[src/rtl/regfile_seed_writer.sv]
// Seeds consecutive regfile registers from a synchronous table ROM and muxes the seeding
// writes with the processor write-back port. Optional read-back compare: READBACK_CHECK_EN.
module regfile_seed_writer #(
    parameter int NUM_ENTRIES = 15,
    parameter int FIRST_REG   = 1,
    parameter int GAP         = 8
) (
    input  logic        clock,
    input  logic        ctrl_reset,
    input  logic        start,
    output logic [4:0]  tbl_addr,
    input  logic [31:0] tbl_data,
    input  logic        proc_ctrl_writeEnable,
    input  logic [4:0]  proc_ctrl_writeReg,
    input  logic [31:0] proc_data_writeReg,
    output logic        ctrl_writeEnable,
    output logic [4:0]  ctrl_writeReg,
    output logic [31:0] data_writeReg,
    output logic        busy,
    output logic        done,
    output logic [7:0]  collisions
`ifdef READBACK_CHECK_EN
    ,
    output logic [4:0]  ctrl_readRegB,
    input  logic [31:0] data_readRegB,
    output logic [7:0]  mismatches
`endif
);

    typedef enum logic [2:0] {
        IDLE,
        FETCH,
        WRITE,
        WAIT,
        DONE
    } state_t;

    state_t      state_q;
    logic [4:0]  idx_q;
    logic [4:0]  tblAddr_q;
    logic [15:0] gapCnt_q;
    logic        busy_q;
    logic        done_q;
    logic [7:0]  collisions_q;
    logic [7:0]  collisions_d;

    logic [4:0]  slotReg;
    logic        slotSkip;
    logic        seedWrite;

    // Destination wraps modulo 32; a wrapped address of r0 turns the slot into a no-op.
    assign slotReg      = 5'(FIRST_REG) + idx_q;
    assign slotSkip     = (slotReg == 5'd0);
    assign seedWrite    = (state_q == WRITE) && ctrl_reset && !slotSkip && !proc_ctrl_writeEnable;
    assign collisions_d = (collisions_q == 8'hFF) ? collisions_q : collisions_q + 8'd1;

`ifdef READBACK_CHECK_EN
    logic [4:0]  lastReg_q;
    logic [31:0] lastData_q;
    logic        checkPending_q;
    logic [7:0]  mismatches_q;
    logic [7:0]  mismatches_d;

    assign mismatches_d  = (mismatches_q == 8'hFF) ? mismatches_q : mismatches_q + 8'd1;
    assign ctrl_readRegB = (state_q == WAIT) ? lastReg_q : 5'd0;
    assign mismatches    = mismatches_q;
`else
    logic lastSlot;

    assign lastSlot = (idx_q == 5'(NUM_ENTRIES - 1));
`endif

    always_ff @(posedge clock) begin
        if (!ctrl_reset) begin
            state_q      <= IDLE;
            idx_q        <= 5'd0;
            tblAddr_q    <= 5'd0;
            gapCnt_q     <= 16'd0;
            busy_q       <= 1'b0;
            done_q       <= 1'b0;
            collisions_q <= 8'd0;
`ifdef READBACK_CHECK_EN
            lastReg_q      <= 5'd0;
            lastData_q     <= 32'd0;
            checkPending_q <= 1'b0;
            mismatches_q   <= 8'd0;
`endif
        end else begin
            case (state_q)
                IDLE, DONE: begin
                    if (start) begin
                        state_q   <= FETCH;
                        idx_q     <= 5'd0;
                        tblAddr_q <= 5'd0;
                        busy_q    <= 1'b1;
                        done_q    <= 1'b0;
                    end
                end
                FETCH: begin
                    state_q <= WRITE;
                end
                WRITE: begin
                    // tbl_addr is held through retries, so tbl_data stays valid until the write lands.
                    if (!slotSkip && proc_ctrl_writeEnable) begin
                        collisions_q <= collisions_d;
                    end else begin
                        idx_q    <= idx_q + 5'd1;
                        gapCnt_q <= 16'(GAP - 3);
`ifdef READBACK_CHECK_EN
                        lastReg_q      <= slotSkip ? 5'd0 : slotReg;
                        lastData_q     <= tbl_data;
                        checkPending_q <= !slotSkip;
                        state_q        <= WAIT;
`else
                        if (lastSlot) begin
                            state_q <= DONE;
                            busy_q  <= 1'b0;
                            done_q  <= 1'b1;
                        end else begin
                            state_q <= WAIT;
                        end
`endif
                    end
                end
                WAIT: begin
                    if (gapCnt_q == 16'd0) begin
`ifdef READBACK_CHECK_EN
                        if (checkPending_q && (data_readRegB != lastData_q)) begin
                            mismatches_q <= mismatches_d;
                        end
                        if (idx_q == 5'(NUM_ENTRIES)) begin
                            state_q <= DONE;
                            busy_q  <= 1'b0;
                            done_q  <= 1'b1;
                        end else begin
                            state_q   <= FETCH;
                            tblAddr_q <= idx_q;
                        end
`else
                        state_q   <= FETCH;
                        tblAddr_q <= idx_q;
`endif
                    end else begin
                        gapCnt_q <= gapCnt_q - 16'd1;
                    end
                end
                default: begin
                    state_q <= IDLE;
                end
            endcase
        end
    end

    // The processor always wins the regfile port; the seeder only drives it when WRITE is unopposed.
    always_comb begin
        ctrl_writeEnable = 1'b0;
        ctrl_writeReg    = 5'd0;
        data_writeReg    = 32'd0;
        if (proc_ctrl_writeEnable) begin
            ctrl_writeEnable = 1'b1;
            ctrl_writeReg    = proc_ctrl_writeReg;
            data_writeReg    = proc_data_writeReg;
        end else if (seedWrite) begin
            ctrl_writeEnable = 1'b1;
            ctrl_writeReg    = slotReg;
            data_writeReg    = tbl_data;
        end
    end

    assign tbl_addr   = tblAddr_q;
    assign busy       = busy_q;
    assign done       = done_q;
    assign collisions = collisions_q;

endmodule

[config.mk]
export PLATFORM = sky130hd
export DESIGN_NAME = regfile_seed_writer
export DESIGN_NICKNAME = d
export VERILOG_FILES = /design/src/rtl/regfile_seed_writer.sv
export SDC_FILE = /design/constraint.sdc
export NUM_CORES = 1
export LEC_CHECK = 0
export ABC_AREA = 1
export BUFFER_PORTS_ARGS = -buffer_cell sky130_fd_sc_hd__clkbuf_2
export CAP_MARGIN = 15
export CORE_MARGIN = 8
export CORE_UTILIZATION = 31
export DETAILED_ROUTE_END_ITERATION = 10
export GPL_TIMING_DRIVEN = 1
export MAX_ROUTING_LAYER = met4
export PLACE_DENSITY = 0.66
export SYNTH_ARGS = -nofsm -noshare
export SYNTH_HDL_FRONTEND = slang
export SYNTH_SLANG_ARGS = --single-unit
[constraint.sdc]
create_clock -name clock -period 2.2 [get_ports clock]
set_clock_uncertainty 0.2 [all_clocks]
set_input_delay 0.55 -clock clock [delete_from_list [all_inputs] [get_ports clock]]
set_output_delay 0.55 -clock clock [all_outputs]
set_load 0.1 [all_outputs]
==> summary.txt, run 1 <==
Run status
  – Outcome: finished, violations left
  – Failing checks: setup timing

Global routing
  – Grt met1 use: about a fifth
  – GRT overflow: 0
  – Most Used Layer, Global Route: met2
  – GRT met3 Usage: roughly 3.7%
  – Pin count of the biggest net entering global routing: 38
  – Initial antenna violation count: 0
  – Number of global-route vias before repair: 3,596
  – Met2 Use GR: between 20% and 30%
  – Gr usage total: 16.8%
  – First-pass GRT wire length: 17.1 mm

Worst hold path
  – Hold Path Cell Cnt: 2
  – Min-Delay Path Class: flip-flop to flip-flop
  – Hold wc startpoint: gapCnt_q[1]
  – Worst Hold End: gapCnt_q[1]

Drt
  – Mean routed wirelength per cell: 14.8 µm
  – Drt first pass iters: 4
  – DR DRC count: 0
  – Post-route ant nets: 0
  – Routed vias/inst: 4.84
  – Routed via count: 3,705
  – DR iter-0 viols: 191
  – Final wirelength: 11.3 mm

Timing
  – Slew headroom: 63.3%
  – RSZ-0062 raised after global routing: yes
  – Tightest Pin Transition: 0.553 ns
  – Max Fclk: 370 MHz
  – Final Hold Vio Count: 0
  – Setup Viol. Count Final: 40
  – Fin crit period: 2.70 ns
  – Fin worst setup slack: -0.500 ns
  – Period utilisation layout: 123%
  – Slew Viols, Final: 0

Pwr
  – Peak supply drop: ~0.47 mV
  – Lkg Pwr: between 2 and 2.5 nW
  – Tot Pwr: 5.51 mW
  – PD cells: approximately 1100 nW/µm²

Setup path
  – CP Class: flip-flop to primary output
  – Crit path required time: 1.45 ns
  – CP dominant cell by count: nand3_4
  – Crit-path leading delay family: simple AND/OR/NAND/NOR gates
  – Worst path arrival time: approximately 2.0 ns
  – Worst setup EP type: primary output
  – Number of cells on the critical path: 8
  – Worst setup startpoint: idx_q[1]
  – CP Launch Type: flip-flop
  – R2r setup slk: -0.02 ns
  – Crit path max fanout: 9
  – Max stage delay on crit path: 0.38 ns
  – CP max-delay cell: dfxtp_4
  – Crit path cell chain: ha_4 > nand4_1 > nand2_4 > nand3_4 > nand3_4 > buf_4 > o21ai_4 > buf_12
  – RR Endpoint: idx_q[2]
  – Reg2Reg Launch Point: idx_q[1]
  – Reg2reg path depth: 13
  – Buf/Inv on CP: 2

Clocking
  – Hold Buf Count CTS: 0
  – Clk pin slew, worst setup/hold paths: 0.08 ns
  – CTS Buf Count: 5
  – Max Root-Sink Buffers: 2
  – H-tree depth: 2
  – CTS tree: done
  – Clock root cell: clkbuf_8
  – Total clock sinks: 39
  – Clk_lat worst skew: 0.31 ns

Floorplanning
  – Die W: 113 µm
  – Core Rows: 35
  – Die Span Y: between 100 and 150 µm
  – # IOs: 126
  – Initial Util: a little under a third
  – Core ar.: 9200 µm²
  – Die area: 12,800 µm²

Final layout
  – Post-route cell area: 5120 µm²
  – Fin util: between 50% and 60%
  – N_diodes: 0
  – Fraction of layout cells with a size suffix above 1: 39.8%
  – Final #Nets: 732
  – Area growth, synth to finish: 74.4%

Placement
  – I/O Buffers: 125
  – Hpwl dp: 8.61 mm
  – Post-DP Area: 4790 µm²
  – Placer Congestion: about 0.83

Synthesis
  – Post-synth EDFFs: 0
  – Mapped cell area: 2940 µm²
  – Yosys warns: 0
  – Ys async rst share: 0%
  – Seq/Total Area, Yosys: 26.6%
  – Top_reg_cell synth: dfxtp_1
  – Mean Syn Cell Area: roughly 5.9 µm²
  – Synth cell types: 31
  – Syn_nets: 575
  – Synthesized instance count: 497
  – Yosys reg bits: 39

Job
  – Max_cap viols: 0
==> layout make-up <==
cell class / instances / area (µm²)
Clock inverter: 1 / 5.00
Tap cell: 111 / 139
Fill cell: 861 / 4080
Inverter: 81 / 305
Multi-Input combinational cell: 364 / 2280
Sequential cell: 39 / 797
Timing Repair Buffer: 163 / 1520
Clock buffer: 7 / 76.3
==> metal layers <==
| layer | part of all wire, % | vias to the layer above |
|---|---|---|
| li1 | - | 1876 |
| met1 | 40 | 1712 |
| met2 | 53 | 98 |
| met3 | 4.4 | 19 |
| met4 | 2.4 | 0 |
| met5 | 0 | - |
==> cells in the mapped netlist, types with 2 or more instances <==
| library cell | instances | area (µm²) |
|---|---|---|
| inv_2 | 5 | 18.8 |
| ha_1 | 5 | 62.6 |
| nor2_2 | 6 | 37.5 |
| or2_2 | 2 | 12.5 |
| o21ai_1 | 31 | 155 |
| o21ai_0 | 14 | 70.1 |
| dfxtp_1 | 39 | 781 |
| xor2_1 | 6 | 52.6 |
| nand3_1 | 41 | 205 |
| nand2_2 | 4 | 25.0 |
| nand2_1 | 140 | 526 |
| buf_6 | 5 | 56.3 |
| nand3_4 | 3 | 52.6 |
| clkbuf_1 | 7 | 26.3 |
| nor2_1 | 59 | 221 |
| buf_2 | 4 | 20.0 |
| nand4_1 | 14 | 87.6 |
| a21oi_1 | 24 | 120 |
| o21bai_1 | 2 | 15.0 |
| inv_1 | 75 | 282 |
==> logic make-up after synthesis <==
| kind of cell | synth area share (%) |
|---|---|
| AO/OA/AOI/OAI | 12.8 |
| flip-flops | 26.6 |
| adder cells (fa/ha/maj) | 2.13 |
| XOR/XNOR | 2.09 |
| buffers and inverters | 14.1 |
| AND/OR/NAND/NOR | 42.3 |
==> how the worst max path moves through the flow <==
stage,to
2_1_floorplan,ctrl_writeReg[2]
3_3_place_gp,ctrl_writeReg[2]
3_5_place_dp,ctrl_writeReg[2]
4_1_cts,ctrl_writeReg[2]
5_1_grt,data_writeReg[14]
6_report,data_writeReg[14]
==> report_power, final <==
group / total, mW / switching [mW] / internal, mW
clock: 0.502 / 0.279 / 0.223
combinational: 3.91 / 2.65 / 1.26
sequential: 1.09 / 0.177 / 0.915
==> placed cells by master (no fill, tap or decap), drive strengths merged <==
cell type / netlist / routed
nor2: 67 / 67
clkbuf: 7 / 94
xnor2: 1 / 1
o31ai: 1 / 1
o21ai: 45 / 45
ha: 5 / 5
nor3b: 1 / 1
buf: 10 / 76
nand2: 145 / 149
xor2: 6 / 6
inv: 80 / 80
dfxtp: 39 / 39
o21bai: 2 / 2
clkinv: 1 / 2
nand4: 14 / 14
or2: 2 / 2
nand3: 45 / 45
nor3: 1 / 1
a21oi: 25 / 25
==> state kept, by name, summed over array words and instances (netlist names) <==
| name | flops |
|---|---|
| busy | 1 |
| collisions | 8 |
| done | 1 |
| gapCnt_q | 16 |
| idx_q | 5 |
| state_q | 3 |
| tbl_addr | 5 |
==> worst min-delay path, cell delays in order (launching register included) <==
cell and delay, ns:
dfxtp_1 0.32, nand2_1 0.06, a21oi_1 0.05
==> timing repair <==
action                                  in CTS  in global routing
endpoints found under the setup margin      38                 69
pin swaps                                    4                 15
gates resized for setup                     10                 19
gates cloned                                 0                  4
setup buffers                                6                  5
==> per-stage QoR <==
| stage | instances | hold slack, ns | worst slack (ns) | TNS (ns) |
|---|---|---|---|---|
| 2_1_floorplan | 497 | 0.240 | -0.491 | -15.66 |
| 4_1_cts | 757 | 0.272 | -0.475 | -15.50 |
| 6_report | 766 | 0.266 | -0.500 | -17.26 |
| 3_3_place_gp | 744 | 0.250 | -0.216 | -6.02 |
| 5_1_grt | 766 | 0.299 | -0.602 | -22.40 |
| 3_5_place_dp | 744 | 0.259 | -0.218 | -6.06 |
Power figures use the tool's default switching activity.
==> run 2: changes to the inputs <==
--- a/config.mk
+++ b/config.mk
@@ -8,7 +8,6 @@
 export ABC_AREA = 1
 export BUFFER_PORTS_ARGS = -buffer_cell sky130_fd_sc_hd__clkbuf_2
 export CAP_MARGIN = 15
-export CORE_MARGIN = 8
 export CORE_UTILIZATION = 31
 export DETAILED_ROUTE_END_ITERATION = 10
 export GPL_TIMING_DRIVEN = 1
==> run 2 against run 1 <==
Compared with the run above:
- the flow still finishes with violations (setup timing)
- clock power increased by 47%
- combinational power decreased by 5%
- total power increased by 1.1%
- register-to-register slack got worse by 0.26 ns
- critical path depth unchanged
- non-clock buffer count increased by 5
- global-route usage increased by 3.9 points
- sequential share of layout area about the same
- first-iteration DRC count decreased by 18%
- critical path type unchanged
- largest cell class unchanged
- largest power group unchanged
==> summary.txt, run 2 (same netlist as run 1, synthesis figures left out) <==
Drt
  – Routed vias/inst: 4.80 (was 4.84)
  – Mean routed wirelength per cell: 12.7 µm (was 14.8 µm)
  – Routed via count: 3,682 (was 3,705)
  – Drt first pass iters: 5 (was 4)
  – Post-route ant nets: 0 (unchanged)
  – Final wirelength: 9.76 mm (was 11.3 mm)
  – DR iter-0 viols: 157 (was 191)
  – DR DRC count: 0 (unchanged)

Clocking
  – Clk pin slew, worst setup/hold paths: 0.09 ns (was 0.08 ns)
  – Clock root cell: clkbuf_8 (unchanged)
  – Hold Buf Count CTS: 0 (unchanged)
  – H-tree depth: 2 (unchanged)
  – Total clock sinks: 39 (unchanged)
  – Clk_lat worst skew: 0.30 ns (was 0.31 ns)
  – Max Root-Sink Buffers: 2 (unchanged)
  – CTS Buf Count: 5 (unchanged)
  – CTS tree: done (unchanged)

Final layout
  – Post-route insts no fill: 767 (was 766)
  – Final #Nets: 733 (was 732)
  – Max reg flops: 16 (unchanged)
  – N_diodes: 0 (unchanged)
  – Area used by multi-input combinational logic: 2160 µm² (was 2280 µm²)
  – Fraction of layout cells with a size suffix above 1: 38.7% (was 39.8%)
  – Biggest register: gapCnt_q (unchanged)
  – FF/Latch Area: 798 µm² (was 797 µm²)
  – Most frequent cells in the layout: nand2_1, clkbuf_2, inv_1 (unchanged)
  – Fin util: 55.6% (was 55.7%)
  – Number of fill cells: 833 (was 861)
  – Post-route cell area: 5120 µm² (about the same)
  – Most common cell after layout, fill and taps aside: nand2_1 (unchanged)
  – Area growth, synth to finish: 74.3% (was 74.4%)

Global routing
  – Number of global-route vias before repair: 3,647 (was 3,596)
  – Pin count of the biggest net entering global routing: 38 (unchanged)
  – Initial antenna violation count: 0 (unchanged)
  – First-pass GRT wire length: 16.4 mm (was 17.1 mm)
  – GRT overflow: 0 (unchanged)
  – Gr usage total: 20.8% (was 16.8%)

Setup path
  – Crit path required time: 1.45 ns (about the same)
  – Crit path capture: ctrl_writeReg[2] (was data_writeReg[14])
  – Reg2Reg Launch Point: idx_q[0] (was idx_q[1])
  – Worst path arrival time: 1.95 ns (about the same)
  – CP Class: flip-flop to primary output (unchanged)
  – RR Endpoint: idx_q[4] (was idx_q[2])
  – Worst setup EP type: primary output (unchanged)
  – R2r setup slk: -0.28 ns (was -0.02 ns)
  – Crit path max fanout: 5 (was 9)
  – Reg2reg path depth: 16 (was 13)
  – Worst setup startpoint: idx_q[0] (was idx_q[1])
  – CP Launch Type: flip-flop (unchanged)

Timing
  – RSZ-0062 raised after global routing: yes (unchanged)
  – Fin crit period: 2.70 ns (about the same)
  – Final Hold Vio Count: 0 (unchanged)
  – Period utilisation layout: 123% (about the same)
  – Slew headroom: 63.5% (was 63.3%)
  – Fin worst setup slack: -0.504 ns (was -0.500 ns)
  – Setup total negative slack: -17.08 ns (was -17.26 ns)
  – Max Fclk: 370 MHz (about the same)
  – Tightest Pin Transition: 0.549 ns (was 0.553 ns)
  – Fin Hold WS: 0.267 ns (was 0.266 ns)
  – Slew Viols, Final: 0 (unchanged)
  – Setup Viol. Count Final: 39 (was 40)

Placement
  – Placed Cells: 743 (was 744)
  – Hpwl dp: 7.34 mm (was 8.61 mm)
  – Placer Congestion: 0.819 (was 0.828)
  – Dpl ws: -0.227 ns (was -0.218 ns)
  – Post-DP Area: 4790 µm² (about the same)
  – I/O Buffers: 125 (unchanged)

Pwr
  – Peak supply drop: 0.624 mV (was 0.470 mV)
  – PD cells: 1090 nW/µm² (was 1070 nW/µm²)
  – Lkg Pwr: 2.52 nW (was 2.49 nW)
  – Switching Power: 2.99 mW (was 3.11 mW)
  – Logic pwr share: 67.0% (was 71.1%)
  – Clock power share: 13.2% (was 9.1%)
  – Net Sw Frac: 53.8% (was 56.5%)
  – Flop pwr share: 19.8% (about the same)
  – Tot Pwr: 5.57 mW (was 5.51 mW)
  – Int Pwr: 2.57 mW (was 2.40 mW)

Floorplanning
  – Die area: 9870 µm² (was 12,800 µm²)
  – # IOs: 126 (unchanged)
  – Die W: 99.3 µm (was 113 µm)
  – Core Rows: 35 (unchanged)
  – Die Span Y: 99.3 µm (was 113 µm)
  – Core ar.: 9200 µm² (unchanged)
  – Initial Util: 31.9% (unchanged)

Run status
  – Failing checks: setup timing (unchanged)
  – Outcome: finished, violations left (unchanged)

Job
  – Max_cap viols: 0 (unchanged)

Worst hold path
  – Min-Delay Path Class: flip-flop to flip-flop (unchanged)
run 2: cell types whose count changed in the layout (fill, tap and decap cells not counted), sizes merged:
cell and delta:
nand2 -4, clkinv -1, clkinvlp +1, bufinv +2, buf +5, clkbuf -2
run 2: timing repair:
action | 4_1_cts | 5_1_grt
pin swaps | 4 | 6
gates resized for setup | 4 | 15
setup buffers | 15 | 3
endpoints found under the setup margin | 38 | 42
endpoints found under the hold margin | 0 | 0
run 2: worst min-delay path by stage:
stage,from,endpoint,cells past startpoint
5_1_grt,gapCnt_q[1],gapCnt_q[1],2
3_3_place_gp,collisions[1],collisions[1],2
4_1_cts,gapCnt_q[1],gapCnt_q[1],2
6_report,gapCnt_q[1],gapCnt_q[1],2
2_1_floorplan,gapCnt_q[1],gapCnt_q[1],2
3_5_place_dp,gapCnt_q[1],gapCnt_q[1],2
run 2: power groups by stage:
stage | clock (mW) | combinational, mW | sequential (mW)
floorplan | 0 | 2.38 | 1.47
global placement | 0 | 3.54 | 1.10
detailed placement | 0 | 3.61 | 1.11
CTS | 0.749 | 3.66 | 1.09
global route | 0.774 | 4.10 | 1.13
finish | 0.736 | 3.73 | 1.10
run 2: worst max-delay path, cell delays in order, from the launching register on:
cell and delay (ns):
dfxtp_4 0.37, ha_4 0.17, nand4_1 0.17, nand2_4 0.09, nand3_4 0.08, nand3_4 0.13
buf_12 0.16, o31ai_4 0.26, buf_12 0.21
run 2: layer usage:
metal	GRT usage, %	vias up	wire length [µm]
met4	6.00	0	167
met3	3.30	15	499
met5	-	-	0
met2	35.8	105	4990
li1	-	1870	-
met1	25.0	1692	4100
run 2: final cells by class:
cell class,instances,share of cell area (%)
Inverter,81,5.97
Sequential cell,39,15.6
Clock buffer,5,1.34
Clock inverter,3,1.32
Timing Repair Buffer,168,30.9
Multi-Input combinational cell,360,42.2
Tap cell,111,2.71
